File: src/rtl/lut_mem_nbank_pingpong.sv
// Ping-pong LUT memory: a serial loader fills the shadow buffer page by page
// while the active buffer serves single-cycle-latency page/word reads.
module lut_mem_nbank_pingpong #(
  parameter int QUAN_SIZE       = 3,
  parameter int BANK_INTERLEAVE = 4,
  parameter int PAGE_NUM        = 16,
  parameter int ADDR_BITWIDTH   = 4,
  parameter int SEL_BITWIDTH    = 2,
  localparam int PAGE_SIZE      = QUAN_SIZE * BANK_INTERLEAVE
) (
  input  logic                     sys_clk,
  input  logic                     rst,
  input  logic                     wr_valid_i,
  input  logic [QUAN_SIZE-1:0]     wr_word_i,
  output logic                     wr_ready_o,
  input  logic                     swap_i,
  output logic                     shadow_full_o,
  output logic                     active_bank_o,
  output logic                     swap_err_o,
  input  logic                     rd_en_i,
  input  logic [ADDR_BITWIDTH-1:0] rd_addr_i,
  input  logic [SEL_BITWIDTH-1:0]  rd_sel_i,
  output logic [PAGE_SIZE-1:0]     rd_page_o,
  output logic [QUAN_SIZE-1:0]     rd_word_o,
  output logic                     rd_valid_o
);

  typedef enum logic {LOAD, FULL} load_state_t;

  load_state_t              state_reg;
  logic [SEL_BITWIDTH-1:0]  word_cnt_reg;
  logic [ADDR_BITWIDTH-1:0] page_cnt_reg;
  logic [PAGE_SIZE-1:0]     page_buf_reg;
  logic                     active_bank_reg;
  logic                     shadow_full_reg;
  logic                     swap_err_reg;
  logic [PAGE_SIZE-1:0]     rd_page_reg;
  logic [QUAN_SIZE-1:0]     rd_word_reg;
  logic                     rd_valid_reg;

  // Both buffers share one array; the MSB of the index selects the buffer.
  logic [PAGE_SIZE-1:0]     mem_reg [2*PAGE_NUM];

  logic [PAGE_SIZE-1:0]     page_next;
  logic [PAGE_SIZE-1:0]     mem_rd_data;
  logic [QUAN_SIZE-1:0]     rd_slot [BANK_INTERLEAVE];
  logic [QUAN_SIZE-1:0]     rd_word_next;
  logic [ADDR_BITWIDTH:0]   wr_idx;
  logic [ADDR_BITWIDTH:0]   rd_idx;
  logic                     wr_accept;
  logic                     page_done;
  logic                     last_page;

  assign wr_accept = wr_valid_i && (state_reg == LOAD);
  assign page_done = wr_accept && (word_cnt_reg == SEL_BITWIDTH'(BANK_INTERLEAVE - 1));
  assign last_page = (page_cnt_reg == ADDR_BITWIDTH'(PAGE_NUM - 1));
  assign wr_idx    = {~active_bank_reg, page_cnt_reg};
  assign rd_idx    = {active_bank_reg, rd_addr_i};
  assign mem_rd_data = mem_reg[rd_idx];

  // Word 0 lands in the most significant slot of the page.
  generate
    for (genvar gi = 0; gi < BANK_INTERLEAVE; gi++) begin : g_slot
      assign page_next[PAGE_SIZE-1-gi*QUAN_SIZE -: QUAN_SIZE] =
        (word_cnt_reg == SEL_BITWIDTH'(gi)) ? wr_word_i
                                            : page_buf_reg[PAGE_SIZE-1-gi*QUAN_SIZE -: QUAN_SIZE];
      assign rd_slot[gi] = mem_rd_data[PAGE_SIZE-1-gi*QUAN_SIZE -: QUAN_SIZE];
    end
  endgenerate

  // Selects beyond the last slot read back as zero.
  always_comb begin
    rd_word_next = '0;
    for (int k = 0; k < BANK_INTERLEAVE; k++) begin
      if (rd_sel_i == SEL_BITWIDTH'(k)) rd_word_next = rd_slot[k];
    end
  end

  always_ff @(posedge sys_clk) begin
    if (page_done) mem_reg[wr_idx] <= page_next;
  end

  always_ff @(posedge sys_clk) begin
    if (rst) begin
      state_reg       <= LOAD;
      word_cnt_reg    <= '0;
      page_cnt_reg    <= '0;
      page_buf_reg    <= '0;
      active_bank_reg <= 1'b0;
      shadow_full_reg <= 1'b0;
      swap_err_reg    <= 1'b0;
      rd_page_reg     <= '0;
      rd_word_reg     <= '0;
      rd_valid_reg    <= 1'b0;
    end else begin
      swap_err_reg <= 1'b0;
      rd_valid_reg <= rd_en_i;
      if (rd_en_i) begin
        rd_page_reg <= mem_rd_data;
        rd_word_reg <= rd_word_next;
      end
      case (state_reg)
        LOAD: begin
          if (swap_i) swap_err_reg <= 1'b1;
          if (wr_accept) begin
            page_buf_reg <= page_next;
            if (page_done) begin
              word_cnt_reg <= '0;
              page_cnt_reg <= page_cnt_reg + ADDR_BITWIDTH'(1);
              if (last_page) begin
                page_cnt_reg    <= '0;
                state_reg       <= FULL;
                shadow_full_reg <= 1'b1;
              end
            end else begin
              word_cnt_reg <= word_cnt_reg + SEL_BITWIDTH'(1);
            end
          end
        end
        FULL: begin
          // Words offered while full (even alongside a swap) are dropped.
          if (swap_i) begin
            active_bank_reg <= ~active_bank_reg;
            word_cnt_reg    <= '0;
            page_cnt_reg    <= '0;
            shadow_full_reg <= 1'b0;
            state_reg       <= LOAD;
          end
        end
        default: state_reg <= LOAD;
      endcase
    end
  end

  assign wr_ready_o    = (state_reg == LOAD);
  assign shadow_full_o = shadow_full_reg;
  assign active_bank_o = active_bank_reg;
  assign swap_err_o    = swap_err_reg;
  assign rd_page_o     = rd_page_reg;
  assign rd_word_o     = rd_word_reg;
  assign rd_valid_o    = rd_valid_reg;

endmodule

File: config.mk
export PLATFORM = sky130hd
export DESIGN_NAME = lut_mem_nbank_pingpong
export DESIGN_NICKNAME = d
export VERILOG_FILES = /design/src/rtl/lut_mem_nbank_pingpong.sv
export SDC_FILE = /design/constraint.sdc
export NUM_CORES = 1
export LEC_CHECK = 0
export ABC_CLOCK_PERIOD_IN_PS = 2400
export CORE_UTILIZATION = 45
export CTS_BUF_LIST = sky130_fd_sc_hd__clkbuf_16
export CTS_CLUSTER_SIZE = 24
export DETAILED_ROUTE_END_ITERATION = 8
export SLEW_MARGIN = 10
export SYNTH_ARGS = -nofsm -noshare
export SYNTH_HDL_FRONTEND = slang
export SYNTH_SLANG_ARGS = --single-unit
File: constraint.sdc
create_clock -name sys_clk -period 2.4 [get_ports sys_clk]
set_clock_uncertainty 0.2 [all_clocks]
set_input_delay 0.36 -clock sys_clk [delete_from_list [all_inputs] [get_ports sys_clk]]
set_output_delay 0.36 -clock sys_clk [all_outputs]
set_load 0.05 [all_outputs]
==> results.py <==
metrics = {
    "floorplanning": {
        "die_area_sq_um": 38100,
        "rows": 70,
        "start_util_pct": 45.8,
        "coreArea_sq_um": 36700,
        "die_w_um": 195,
        "pin_count": 34,
        "die_h_um": 195,
    },
    "timing": {
        "post-route-period-util_pct": 98.7,
        "period_needed_ns": 2.37,
        "rsz0062_at_grt": "no",
        "fin_tns_setup_ns": 0,
        "slew_viol_final": 0,
        "worst_pin_slew_ns": 0.910,
        "hold_viol": 0,
        "finalSetupViolations": 0,
        "max_freq_mhz": 422,
        "slew_headroom_pct": 39.3,
    },
    "clocking": {
        "clock_path_buffers": 3,
        "worstSkewPairLatency_ns": 0.54,
        "tritoncts": "yes",
        "clk_pin_slew_ns": 0.06,
        "cts_buffers": 44,
        "cts_max_level": 2,
        "cts_num_sinks": 422,
        "cts-root-buf": "clkbuf_16",
        "postCtsSetupBuffers": 0,
    },
    "worst_setup_path": {
        "cp.arrival_ns": 1.81,
        "cpMaxStageDelayCell": "clkdlybuf4s50_1",
        "r2r_cells": 7,
        "cp.required_ns": 1.84,
        "end_kind": "output port",
        "crit_path_cell_trace": "clkdlybuf4s50_1",
        "start_kind": "flop",
        "worstSetupPathType": "flop to output port",
        "cp_num_cells": 1,
        "max_stage_delay_ns": 0.85,
        "critPathMaxFanout": 2,
        "regToRegEndpoint": "rd_word_o[1]$_SDFFE_PP0P_",
        "r2r_setup_slack_ns": 0.14,
        "crit_family": "buffers and inverters",
        "path_buf_inv": 1,
        "r2r_start": "mem_reg[21][1]$_DFFE_PP_",
    },
    "detailed_routing": {
        "postRouteAntennaNets": 0,
        "wirelength_mm": 41.1,
        "vias": 9309,
        "dr.pass1.iters": 5,
        "drt_iter0_drc": 977,
        "drcViolationCount": 0,
        "vias_per_cell": 5.67,
        "wl_per_cell_um": 25.0,
    },
    "synth": {
        "synthDistinctLibCells": 42,
        "yosysTopAreaCell": "edfxtp_1",
        "ys_seq_elements": 422,
        "syn_area_per_cell_sq_um": 17.4,
        "synth_flop_cell": "edfxtp_1",
        "synth_top_area_share_pct": 68.6,
        "synth_area_leaders": "edfxtp_1 69%, mux2i_1 10%, dfxtp_1 4.5%, a22oi_1 3.3%, mux4_2 1.7%",
        "ys_warn_count": 0,
        "ys_async_sr_fraction_pct": 0,
        "yosysSeqAreaShare_pct": 73.1,
        "syn_inst": 968,
        "synth_edf_count": 384,
        "synth_fp_nets": 990,
        "synth_area_sq_um": 16800,
    },
    "hold_path": {
        "hp-class": "flop to flop",
        "holdPathEnd": "page_buf_reg[0]$_SDFFE_PP0P_",
        "hold_depth": 2,
        "min_from": "page_buf_reg[0]$_SDFFE_PP0P_",
    },
    "global_route": {
        "grt_pass1_vias": 9312,
        "overflow": 0,
        "gr-usage-all-layers_pct": 22.1,
        "grt_max_degree": 36,
        "grt_first_pass_wirelength_mm": 61.5,
        "antenna_found_initial": 0,
    },
    "layout": {
        "largest_register_ffs": 384,
        "finalNetCount": 1162,
        "multi_input_area_sq_um": 4180,
        "synthToLayoutAreaGrowth_pct": 20.7,
        "drive_gt1_share_pct": 22.6,
        "num-fill-cells": 2855,
        "final_cell_mix": "384 x edfxtp_1, 172 x mux2i_1, 117 x buf_4",
        "antennaDiodeCount": 0,
        "final_common_cell": "edfxtp_1",
        "final_cells": 1641,
        "regArea_sq_um": 12300,
        "final_cell_area_sq_um": 20300,
    },
    "run_status": {
        "status": "completed",
    },
    "power": {
        "peakVddDrop_uv": 831,
        "power.density_nw_per_um2": 766,
        "p_leak_nw": 7.41,
    },
    "placed_design": {
        "port-buffer-count": 33,
        "dp_hpwl_mm": 27.1,
        "placed_cells": 1562,
        "placed_area_sq_um": 18900,
        "place.gp.congestion": 0.914,
    },
    "run": {
        "cap_violations": 0,
    },
}
## timing repair
action / CTS / global route
endpoints found under the setup margin: 7 / 11
resized for setup: 7 / 8
hold buffers: 0 / 0
## synth_stat cells, types with 2 or more instances
library cell,number
edfxtp_1,384
mux2i_1,172
a22oi_1,73
nor2_1,65
a21oi_1,45
dfxtp_1,38
nand2_1,19
mux2_2,18
buf_2,16
mux4_2,13
buf_4,12
clkbuf_1,12
mux4_1,11
buf_6,10
nor4_1,9
ha_1,8
inv_1,8
o21ai_1,6
nand3_1,5
nor2b_1,5
a221oi_1,3
a222oi_1,3
nand2b_1,3
nand3b_1,3
o22ai_2,3
o41ai_1,3
and2_1,2
and3_1,2
buf_1,2
clkbuf_4,2
or3b_2,2
## cell type report
cell class | count | share of cell area [%]
multi-input cells | 483 | 20.6
clock inverters | 34 | 1.20
repair buffers | 181 | 9.03
clock buffers | 45 | 5.55
flip-flops and latches | 422 | 60.6
well taps | 468 | 2.89
inverters | 8 | 0.148
## stage by stage
stage	hold slack (ns)	util, %	power [mW]	setup slack [ns]
2_1_floorplan	0.234	-	8.79	-0.0578
3_3_place_gp	0.239	51.4	9.21	-0.620
3_5_place_dp	0.245	51.4	9.22	-0.701
4_1_cts	0.254	55.2	15.7	0.00743
5_1_grt	0.287	55.3	16.0	0.0163
6_report	0.250	55.3	15.6	0.0304
## worst max path at each step
stage                               startpoint  slack, ns                         to
finish              rd_page_o[10]$_SDFFE_PP0P_       0.03              rd_page_o[10]
global route        rd_page_o[10]$_SDFFE_PP0P_       0.02              rd_page_o[10]
CTS                               rd_addr_i[2]      0.007  rd_word_o[2]$_SDFFE_PP0P_
detailed placement                rd_addr_i[2]      -0.70  rd_page_o[8]$_SDFFE_PP0P_
global placement                  rd_addr_i[2]      -0.62  rd_page_o[8]$_SDFFE_PP0P_
floorplan                           wr_valid_i      -0.06   mem_reg[10][0]$_DFFE_PP_
## power breakdown
part,leakage [nW],switching [mW],internal [mW],total (mW)
clock,0.717,2.68,3.81,6.48
sequential,3.89,0.0262,8.07,8.10
combinational,2.80,0.601,0.372,0.973
total,7.41,3.30,12.2,15.6
## routing by layer
| layer | share of wire [%] | global-route usage, % | wire length, um |
|---|---|---|---|
| met1 | 46 | 32.2 | 18900 |
| met2 | 47 | 34.7 | 19300 |
| met3 | 4.6 | 2.92 | 1900 |
| met4 | 2.5 | 6.56 | 1040 |
| met5 | 0 | 0 | 0 |
## cells by family (layout without fill, tap and decap cells)
logic type,count (synthesis),after routing,synth area share [%]
AOI/OAI and AO/OA,139,139,5.62
xor gates and xnor gates,2,2,0.104
adders and majority gates,8,8,0.596
buffers and inverters,63,268,2.38
DFF,422,422,73.1
muxes,214,214,14.9
and+or+nand+nor,120,120,3.26
(Power assumes the default switching activity.)
